**src/rtl/proc_core_hs.sv**
```systemverilog
// Multicycle 16-bit-instruction processor core: FSM controller, 16-entry register file,
// ALU and PC, with ready/valid handshakes to external instruction and data memories.
module proc_core_hs #(
    parameter int WIDTH    = 16,
    parameter int I_ADDR_W = 7,
    parameter int D_ADDR_W = 8
) (
    input  logic                Clk,
    input  logic                Reset,
    output logic                I_req,
    output logic [I_ADDR_W-1:0] I_addr,
    input  logic                I_valid,
    input  logic [15:0]         I_data,
    output logic                D_req,
    output logic                D_we,
    output logic [D_ADDR_W-1:0] D_addr,
    output logic [WIDTH-1:0]    D_wdata,
    input  logic                D_ready,
    input  logic [WIDTH-1:0]    D_rdata,
    output logic                Halted,
    output logic [15:0]         IR_Out,
    output logic [I_ADDR_W-1:0] PC_Out,
    output logic [3:0]          State,
    output logic [3:0]          NextState,
    output logic [WIDTH-1:0]    ALU_A,
    output logic [WIDTH-1:0]    ALU_B,
    output logic [WIDTH-1:0]    ALU_Out
);

    typedef enum logic [3:0] {
        S_FETCH  = 4'd1,
        S_DECODE = 4'd2,
        S_EXEC   = 4'd3,
        S_MEM    = 4'd4,
        S_WB     = 4'd5,
        S_HALT   = 4'd6
    } state_t;

    localparam logic [3:0] OP_STORE = 4'h1;
    localparam logic [3:0] OP_LOAD  = 4'h2;
    localparam logic [3:0] OP_ADD   = 4'h3;
    localparam logic [3:0] OP_SUB   = 4'h4;
    localparam logic [3:0] OP_AND   = 4'h5;
    localparam logic [3:0] OP_OR    = 4'h6;
    localparam logic [3:0] OP_XOR   = 4'h7;
    localparam logic [3:0] OP_LDI   = 4'h8;
    localparam logic [3:0] OP_JMP   = 4'h9;
    localparam logic [3:0] OP_JZ    = 4'hA;
    localparam logic [3:0] OP_HALT  = 4'hF;

    state_t                state_q, state_d;
    logic [I_ADDR_W-1:0]   pc_q, pc_d;
    logic [15:0]           ir_q, ir_d;
    logic [WIDTH-1:0]      a_q, a_d;
    logic [WIDTH-1:0]      b_q, b_d;
    logic [WIDTH-1:0]      mdr_q, mdr_d;
    logic [WIDTH-1:0]      rf_q [16];
    logic                  rf_we;
    logic [WIDTH-1:0]      wb_data;
    logic [3:0]            op;
    logic                  in_mem;
    logic                  is_store;

    function automatic logic [WIDTH-1:0] sext_imm(input logic signed [7:0] imm);
        logic signed [WIDTH-1:0] ext;
        ext = WIDTH'(imm);
        return ext;
    endfunction

    assign op       = ir_q[15:12];
    assign in_mem   = (state_q == S_MEM);
    assign is_store = (op == OP_STORE);

    always_comb begin
        ALU_Out = '0;
        case (op)
            OP_ADD:  ALU_Out = a_q + b_q;
            OP_SUB:  ALU_Out = a_q - b_q;
            OP_AND:  ALU_Out = a_q & b_q;
            OP_OR:   ALU_Out = a_q | b_q;
            OP_XOR:  ALU_Out = a_q ^ b_q;
            OP_LDI:  ALU_Out = b_q;
            default: ALU_Out = '0;
        endcase
    end

    assign wb_data = (op == OP_LOAD) ? mdr_q : ALU_Out;

    always_comb begin
        state_d = state_q;
        pc_d    = pc_q;
        ir_d    = ir_q;
        a_d     = a_q;
        b_d     = b_q;
        mdr_d   = mdr_q;
        rf_we   = 1'b0;
        case (state_q)
            S_FETCH: begin
                if (I_valid) begin
                    ir_d    = I_data;
                    pc_d    = pc_q + I_ADDR_W'(1);
                    state_d = S_DECODE;
                end
            end
            S_DECODE: begin
                a_d = rf_q[ir_q[11:8]];
                b_d = (op == OP_LDI) ? sext_imm(ir_q[11:4]) : rf_q[ir_q[7:4]];
                case (op)
                    OP_STORE, OP_LOAD: state_d = S_MEM;
                    OP_HALT:           state_d = S_HALT;
                    default:           state_d = S_EXEC;
                endcase
            end
            S_EXEC: begin
                state_d = S_FETCH;
                case (op)
                    OP_ADD, OP_SUB, OP_AND, OP_OR, OP_XOR, OP_LDI: state_d = S_WB;
                    // A taken jump replaces the increment done during fetch
                    OP_JMP: pc_d = ir_q[I_ADDR_W-1:0];
                    OP_JZ:  if (a_q == '0) pc_d = ir_q[I_ADDR_W-1:0];
                    default: ;
                endcase
            end
            S_MEM: begin
                if (D_ready) begin
                    if (is_store) begin
                        state_d = S_FETCH;
                    end else begin
                        mdr_d   = D_rdata;
                        state_d = S_WB;
                    end
                end
            end
            S_WB: begin
                rf_we   = 1'b1;
                state_d = S_FETCH;
            end
            S_HALT:  state_d = S_HALT;
            default: state_d = S_FETCH;
        endcase
    end

    always_ff @(posedge Clk or negedge Reset) begin
        if (!Reset) begin
            state_q <= S_FETCH;
            pc_q    <= '0;
            ir_q    <= '0;
            a_q     <= '0;
            b_q     <= '0;
            mdr_q   <= '0;
            for (int i = 0; i < 16; i++) rf_q[i] <= '0;
        end else begin
            state_q <= state_d;
            pc_q    <= pc_d;
            ir_q    <= ir_d;
            a_q     <= a_d;
            b_q     <= b_d;
            mdr_q   <= mdr_d;
            if (rf_we) rf_q[ir_q[3:0]] <= wb_data;
        end
    end

    // Reset gates the fetch request so it is low while Reset is held
    assign I_req     = (state_q == S_FETCH) && Reset;
    assign I_addr    = pc_q;
    assign D_req     = in_mem;
    assign D_we      = in_mem && is_store;
    assign D_addr    = !in_mem ? '0 : (is_store ? ir_q[D_ADDR_W-1:0] : ir_q[4 +: D_ADDR_W]);
    assign D_wdata   = (in_mem && is_store) ? a_q : '0;
    assign Halted    = (state_q == S_HALT);
    assign IR_Out    = ir_q;
    assign PC_Out    = pc_q;
    assign State     = state_q;
    assign NextState = state_d;
    assign ALU_A     = a_q;
    assign ALU_B     = b_q;

endmodule

```
**config.mk**
```make
export PLATFORM = sky130hd
export DESIGN_NAME = proc_core_hs
export DESIGN_NICKNAME = d
export VERILOG_FILES = /design/src/rtl/proc_core_hs.sv
export SDC_FILE = /design/constraint.sdc
export NUM_CORES = 1
export LEC_CHECK = 0
export ABC_AREA = 1
export CORE_MARGIN = 2
export CORE_UTILIZATION = 30
export DETAILED_ROUTE_END_ITERATION = 10
export GPL_ROUTABILITY_DRIVEN = 0
export PLACE_DENSITY = 0.53
export SYNTH_ARGS = -nofsm -noshare
export SYNTH_HDL_FRONTEND = slang
export SYNTH_SLANG_ARGS = --single-unit
```
**constraint.sdc**
```tcl
create_clock -name Clk -period 4.1 [get_ports Clk]
set_input_delay 0.82 -clock Clk [delete_from_list [all_inputs] [get_ports Clk]]
set_output_delay 0.82 -clock Clk [all_outputs]
set_load 0.02 [all_outputs]
```
==> impl_table.tex <==
\begin{tabular}{lr}
\hline
Metric & Value \\
\hline
\multicolumn{2}{l}{\textbf{Placement}} \\
\quad Final HPWL DP & 53.09 mm \\
\quad Count of buffers inserted at the top-level ports & 148 \\
\multicolumn{2}{l}{\textbf{Clock network}} \\
\quad TritonCTS clock tree & built \\
\quad Root cell of the clock tree & sky130\_fd\_sc\_hd\_\_clkbuf\_16 \\
\quad Clock sink count & 331 \\
\quad Hold\_buf cts & 0 \\
\quad Longest Clk Path Bufs & 3 \\
\quad H-tree lvl count & 2 \\
\quad Clock slew at reported path FFs & 0.06 ns \\
\quad Total clock buffers created by CTS & 39 \\
\quad Later-pin clock latency in the skew report & 0.57 ns \\
\multicolumn{2}{l}{\textbf{Global routing}} \\
\quad Global-route wire length before repair & 122.3 mm \\
\quad GR Overflow Total & 0 \\
\quad Global Route Usage Sum & 22.74\% \\
\quad Antenna violations before repair & 0 \\
\quad Via count of the first global-routing pass & 19.42k \\
\quad Maximum number of pins on one net before global-route repair & 180 \\
\multicolumn{2}{l}{\textbf{Timing}} \\
\quad Final setup violation count & 0 \\
\quad Hold Slack & 0.1564 ns \\
\quad Number of endpoints with negative hold slack in the final report & 0 \\
\quad Fin crit share & 99.78\% \\
\quad Unrepaired setup endpoints after global routing & true \\
\quad Achievable Freq & 244.4 MHz \\
\quad Pins Over Slew Limit & 0 \\
\quad Min cycle time layout & 4.091 ns \\
\quad Worst slew pin tran & 1.046 ns \\
\quad Max-slew headroom & 30.24\% \\
\quad Clock skew after layout & 0.02241 ns \\
\multicolumn{2}{l}{\textbf{Routing}} \\
\quad First drt pass iteration count & 9 \\
\quad Via count & 20.38k \\
\quad Mean number of vias per cell & 5.414 \\
\quad Post-DR wirelength/cell & 21.31 µm \\
\quad Residual DRC count & 0 \\
\quad Starting DRC count in detailed routing & 2366 \\
\quad Detailed Route WL & 80.23 mm \\
\quad Detail Route Antenna Nets & 0 \\
\multicolumn{2}{l}{\textbf{Setup path}} \\
\quad Number of buffer and inverter stages on the critical path & 3 \\
\quad Cell breakdown of the critical path & buf\_4 -> nor2\_2 -> nand2\_2 -> o21ai\_4 -> o21a\_1 -> o21ai\_1 -> xor2\_1 -> ha\_1 -> buf\_4 -> a21oi\_2 -> o21ai\_1 -> a21oi\_2 -> nand2\_1 -> nand2\_1 -> nand3\_2 -> nand2\_2 -> buf\_6 \\
\quad Maximum fanout encountered on the critical timing path & 4 \\
\quad Kind of start point of the critical path & flop \\
\quad Crit path capture type & output pin \\
\quad Largest incremental delay on the critical path & 0.40 ns \\
\quad Critical path data arrival time & 3.27 ns \\
\quad Data required time at the worst endpoint & 3.28 ns \\
\quad Slowest cell on the critical path & sky130\_fd\_sc\_hd\_\_dfrtp\_1 \\
\quad CP Class & flop to output pin \\
\quad Worst path top cell family by delay & compound AO/OA/AOI/OAI gates \\
\multicolumn{2}{l}{\textbf{Synth}} \\
\quad Number of enable-type register cells in the synthesized netlist & 0 \\
\quad Count of state elements after synthesis & 331 \\
\quad Yosys warns & 0 \\
\quad Number of cells produced by synthesis & 2764 \\
\quad Distinct cells, synth & 53 \\
\quad Mean instance size in the synthesized netlist & 7.252 µm² \\
\quad Register area share after synthesis & 41.33\% \\
\quad Cell area after technology mapping & 0.02005 mm² \\
\quad Primary flip-flop cell chosen by synthesis mapping & sky130\_fd\_sc\_hd\_\_dfrtp\_1 \\
\quad Async set-reset flop share out of synthesis & 100.0\% \\
\multicolumn{2}{l}{\textbf{Die}} \\
\quad Initial core utilization & 30.38\% \\
\quad Core ar. & 0.06598 mm² \\
\quad Die height & 262.5 µm \\
\quad Number of I/O pins & 150 \\
\quad Overall die area & 0.06890 mm² \\
\quad Placement Rows & 94 \\
\quad Die width & 262.5 µm \\
\multicolumn{2}{l}{\textbf{Power}} \\
\quad Switching fraction of total power & 51.29\% \\
\quad Part of the power in registers & 21.3\% \\
\quad IR drop worst, VDD & 0.5788 mV \\
\quad P per Cell Area & 818.9 mW/mm² \\
\quad Static leakage & 11.20 nW \\
\quad Pint & 0.009589 W \\
\quad Sw power & 0.01010 W \\
\quad Power share of the clock group & 17.7\% \\
\quad Part of the power in combinational logic & 61.1\% \\
\multicolumn{2}{l}{\textbf{Run status}} \\
\quad Status & complete, no violations \\
\multicolumn{2}{l}{\textbf{Cells and area}} \\
\quad Syn-to-layout area delta & 19.93\% \\
\quad Most common library cell in the layout ignoring fill and taps & sky130\_fd\_sc\_hd\_\_nand2\_1 \\
\quad Final net count & 2960 \\
\quad Commonest cells after routing, fill and taps aside & sky130\_fd\_sc\_hd\_\_nand2\_1 (791), sky130\_fd\_sc\_hd\_\_o21ai\_0 (366), sky130\_fd\_sc\_hd\_\_dfrtp\_1 (325), sky130\_fd\_sc\_hd\_\_nor2\_1 (255), sky130\_fd\_sc\_hd\_\_inv\_1 (185) \\
\quad Fin util & 36.44\% \\
\quad Antenna cell count & 0 \\
\quad Share of layout cells above drive strength 1 & 11.28\% \\
\multicolumn{2}{l}{\textbf{Job}} \\
\quad Number of max-capacitance violations reported & 0 \\
\multicolumn{2}{l}{\textbf{Worst hold path}} \\
\quad Min-Delay Path Class & input pin to async pin \\
\hline
\end{tabular}
==> worst reg2reg max path, delay by kind of cell (launching register included) <==
| kind | cells | cell delay [ns] |
|---|---|---|
| AOI/OAI and AO/OA | 1 | 0.12 |
| and+or+nand+nor | 11 | 1.73 |
| adders and majority gates | 2 | 0.44 |
| buffers and inverters | 4 | 0.40 |
| DFF | 1 | 0.40 |
| xor gates and xnor gates | 1 | 0.16 |
==> routing by layer <==
layer	GRT usage (%)	routed length (µm)	part of all wire [%]	vias to the layer above
met5	0	0	0	-
met4	7.378	2625	3.3	0
met3	3.832	6691	8.3	165
met2	37.15	37210	46	1020
met1	30.59	33700	42	9878
li1	-	-	-	9317
==> through the flow <==
stage | area (µm²) | setup TNS, ns | total power (W) | setup slack (ns) | cells
after detailed placement | 22440 | -0.1378 | 0.01535 | -0.06989 | 3678
final | 24040 | 0 | 0.01969 | 0.008841 | 3764
after global routing | 24040 | -0.9398 | 0.02088 | -0.1664 | 3764
after floorplan | 20050 | 0 | 0.01113 | 0.7242 | 2765
after CTS | 23730 | -0.3088 | 0.01893 | -0.1938 | 3745
after global placement | 22440 | -0.01116 | 0.01525 | -0.01116 | 3678
==> worst paths after layout <==
check,from,end,slack [ns],cells past startpoint
min in group Clk,rf_q[139],rf_q[139],0.48,2
min reg2reg,rf_q[139],rf_q[139],0.48,2
max reg2reg,ALU_B[1],rf_q[205],0.73,19
max in group asynchronous,Reset,rf_q[204],2.66,2
min,Reset,IR_Out[3],0.16,1
max,ALU_B[1],ALU_Out[14],0.009,17
==> kinds of logic (layout without fill, tap and decap cells) <==
kind of cell,Yosys count,in the layout,share of synthesized area (%)
buffers and inverters,390,525,8.121
AOI/OAI and AO/OA,715,715,20.30
xor gates and xnor gates,15,15,0.6554
and+or+nand+nor,1246,1246,25.52
adders and majority gates,50,50,3.158
muxes,16,16,0.8988
DFF,331,331,41.33
other,1,2,0.01871
==> state kept, by name, summed over array words and instances (netlist names) <==
signal,flops
rf_q,256
ALU_A,16
ALU_B,16
IR_Out,16
mdr_q,16
I_addr,7
State,4
==> power by group through the flow <==
| stage | combinational, W | clock [W] | sequential [W] |
|---|---|---|---|
| 2_1_floorplan | 0.00671 | 0 | 0.00441 |
| 3_3_place_gp | 0.0110 | 0 | 0.00421 |
| 3_5_place_dp | 0.0111 | 0 | 0.00422 |
| 4_1_cts | 0.0112 | 0.00353 | 0.00418 |
| 5_1_grt | 0.0130 | 0.00368 | 0.00424 |
| 6_report | 0.0120 | 0.00348 | 0.00419 |
==> cell type report <==
class | instances | area [µm²]
Tap cell | 864 | 1081
Clock inverter | 10 | 100.1
Clock buffer | 57 | 1126
Multi-Input combinational cell | 2044 | 10400
Fill cell | 6811 | 41940
Sequential cell | 331 | 8293
Inverter | 216 | 820.8
Timing Repair Buffer | 242 | 2222
==> cell usage after synthesis, types with 2 or more instances <==
| master | number | area [µm²] |
|---|---|---|
| sky130_fd_sc_hd__nand2_2 | 3 | 18.77 |
| sky130_fd_sc_hd__nor3_1 | 4 | 20.02 |
| sky130_fd_sc_hd__nand3b_1 | 4 | 30.03 |
| sky130_fd_sc_hd__nand3_2 | 12 | 120.1 |
| sky130_fd_sc_hd__a21oi_1 | 155 | 775.7 |
| sky130_fd_sc_hd__o21ai_2 | 3 | 26.28 |
| sky130_fd_sc_hd__o21a_1 | 2 | 15.01 |
| sky130_fd_sc_hd__o21ai_1 | 25 | 125.1 |
| sky130_fd_sc_hd__buf_1 | 12 | 45.04 |
| sky130_fd_sc_hd__a2bb2oi_1 | 6 | 52.55 |
| sky130_fd_sc_hd__a21oi_2 | 2 | 17.52 |
| sky130_fd_sc_hd__o221ai_1 | 28 | 245.2 |
| sky130_fd_sc_hd__o211ai_1 | 55 | 412.9 |
| sky130_fd_sc_hd__a211oi_2 | 12 | 150.1 |
| sky130_fd_sc_hd__nand3_1 | 106 | 530.5 |
| sky130_fd_sc_hd__buf_4 | 19 | 142.6 |
| sky130_fd_sc_hd__a31oi_1 | 22 | 137.6 |
| sky130_fd_sc_hd__dfrtp_1 | 330 | 8258 |
| sky130_fd_sc_hd__o21ai_0 | 371 | 1857 |
| sky130_fd_sc_hd__ha_1 | 49 | 613.1 |
| sky130_fd_sc_hd__inv_1 | 190 | 713.2 |
| sky130_fd_sc_hd__nand2_1 | 810 | 3040 |
| sky130_fd_sc_hd__buf_2 | 38 | 190.2 |
| sky130_fd_sc_hd__xor2_1 | 14 | 122.6 |
| sky130_fd_sc_hd__a22oi_1 | 3 | 22.52 |
| sky130_fd_sc_hd__nand4_1 | 10 | 62.56 |
| sky130_fd_sc_hd__clkinv_1 | 3 | 11.26 |
| sky130_fd_sc_hd__nor3_2 | 3 | 30.03 |
| sky130_fd_sc_hd__a211oi_1 | 2 | 15.01 |
| sky130_fd_sc_hd__clkbuf_1 | 99 | 371.6 |
| sky130_fd_sc_hd__nor2_1 | 262 | 983.4 |
| sky130_fd_sc_hd__inv_2 | 23 | 86.33 |
| sky130_fd_sc_hd__mux2_2 | 16 | 180.2 |
| sky130_fd_sc_hd__nor2_4 | 8 | 90.09 |
| sky130_fd_sc_hd__buf_6 | 6 | 67.56 |
| sky130_fd_sc_hd__nor2_2 | 13 | 81.33 |
| sky130_fd_sc_hd__o22ai_1 | 19 | 118.9 |
| sky130_fd_sc_hd__or2_2 | 6 | 37.54 |
| sky130_fd_sc_hd__nor3_4 | 4 | 65.06 |
| sky130_fd_sc_hd__o31ai_1 | 2 | 15.01 |
==> timing repair <==
action,in CTS,in global routing
resized for setup,51,67
hold endpoints to repair,0,0
pin swaps,4,28
setup endpoints to repair,14,14
buffers inserted,0,19
Power figures use the tool's default switching activity.
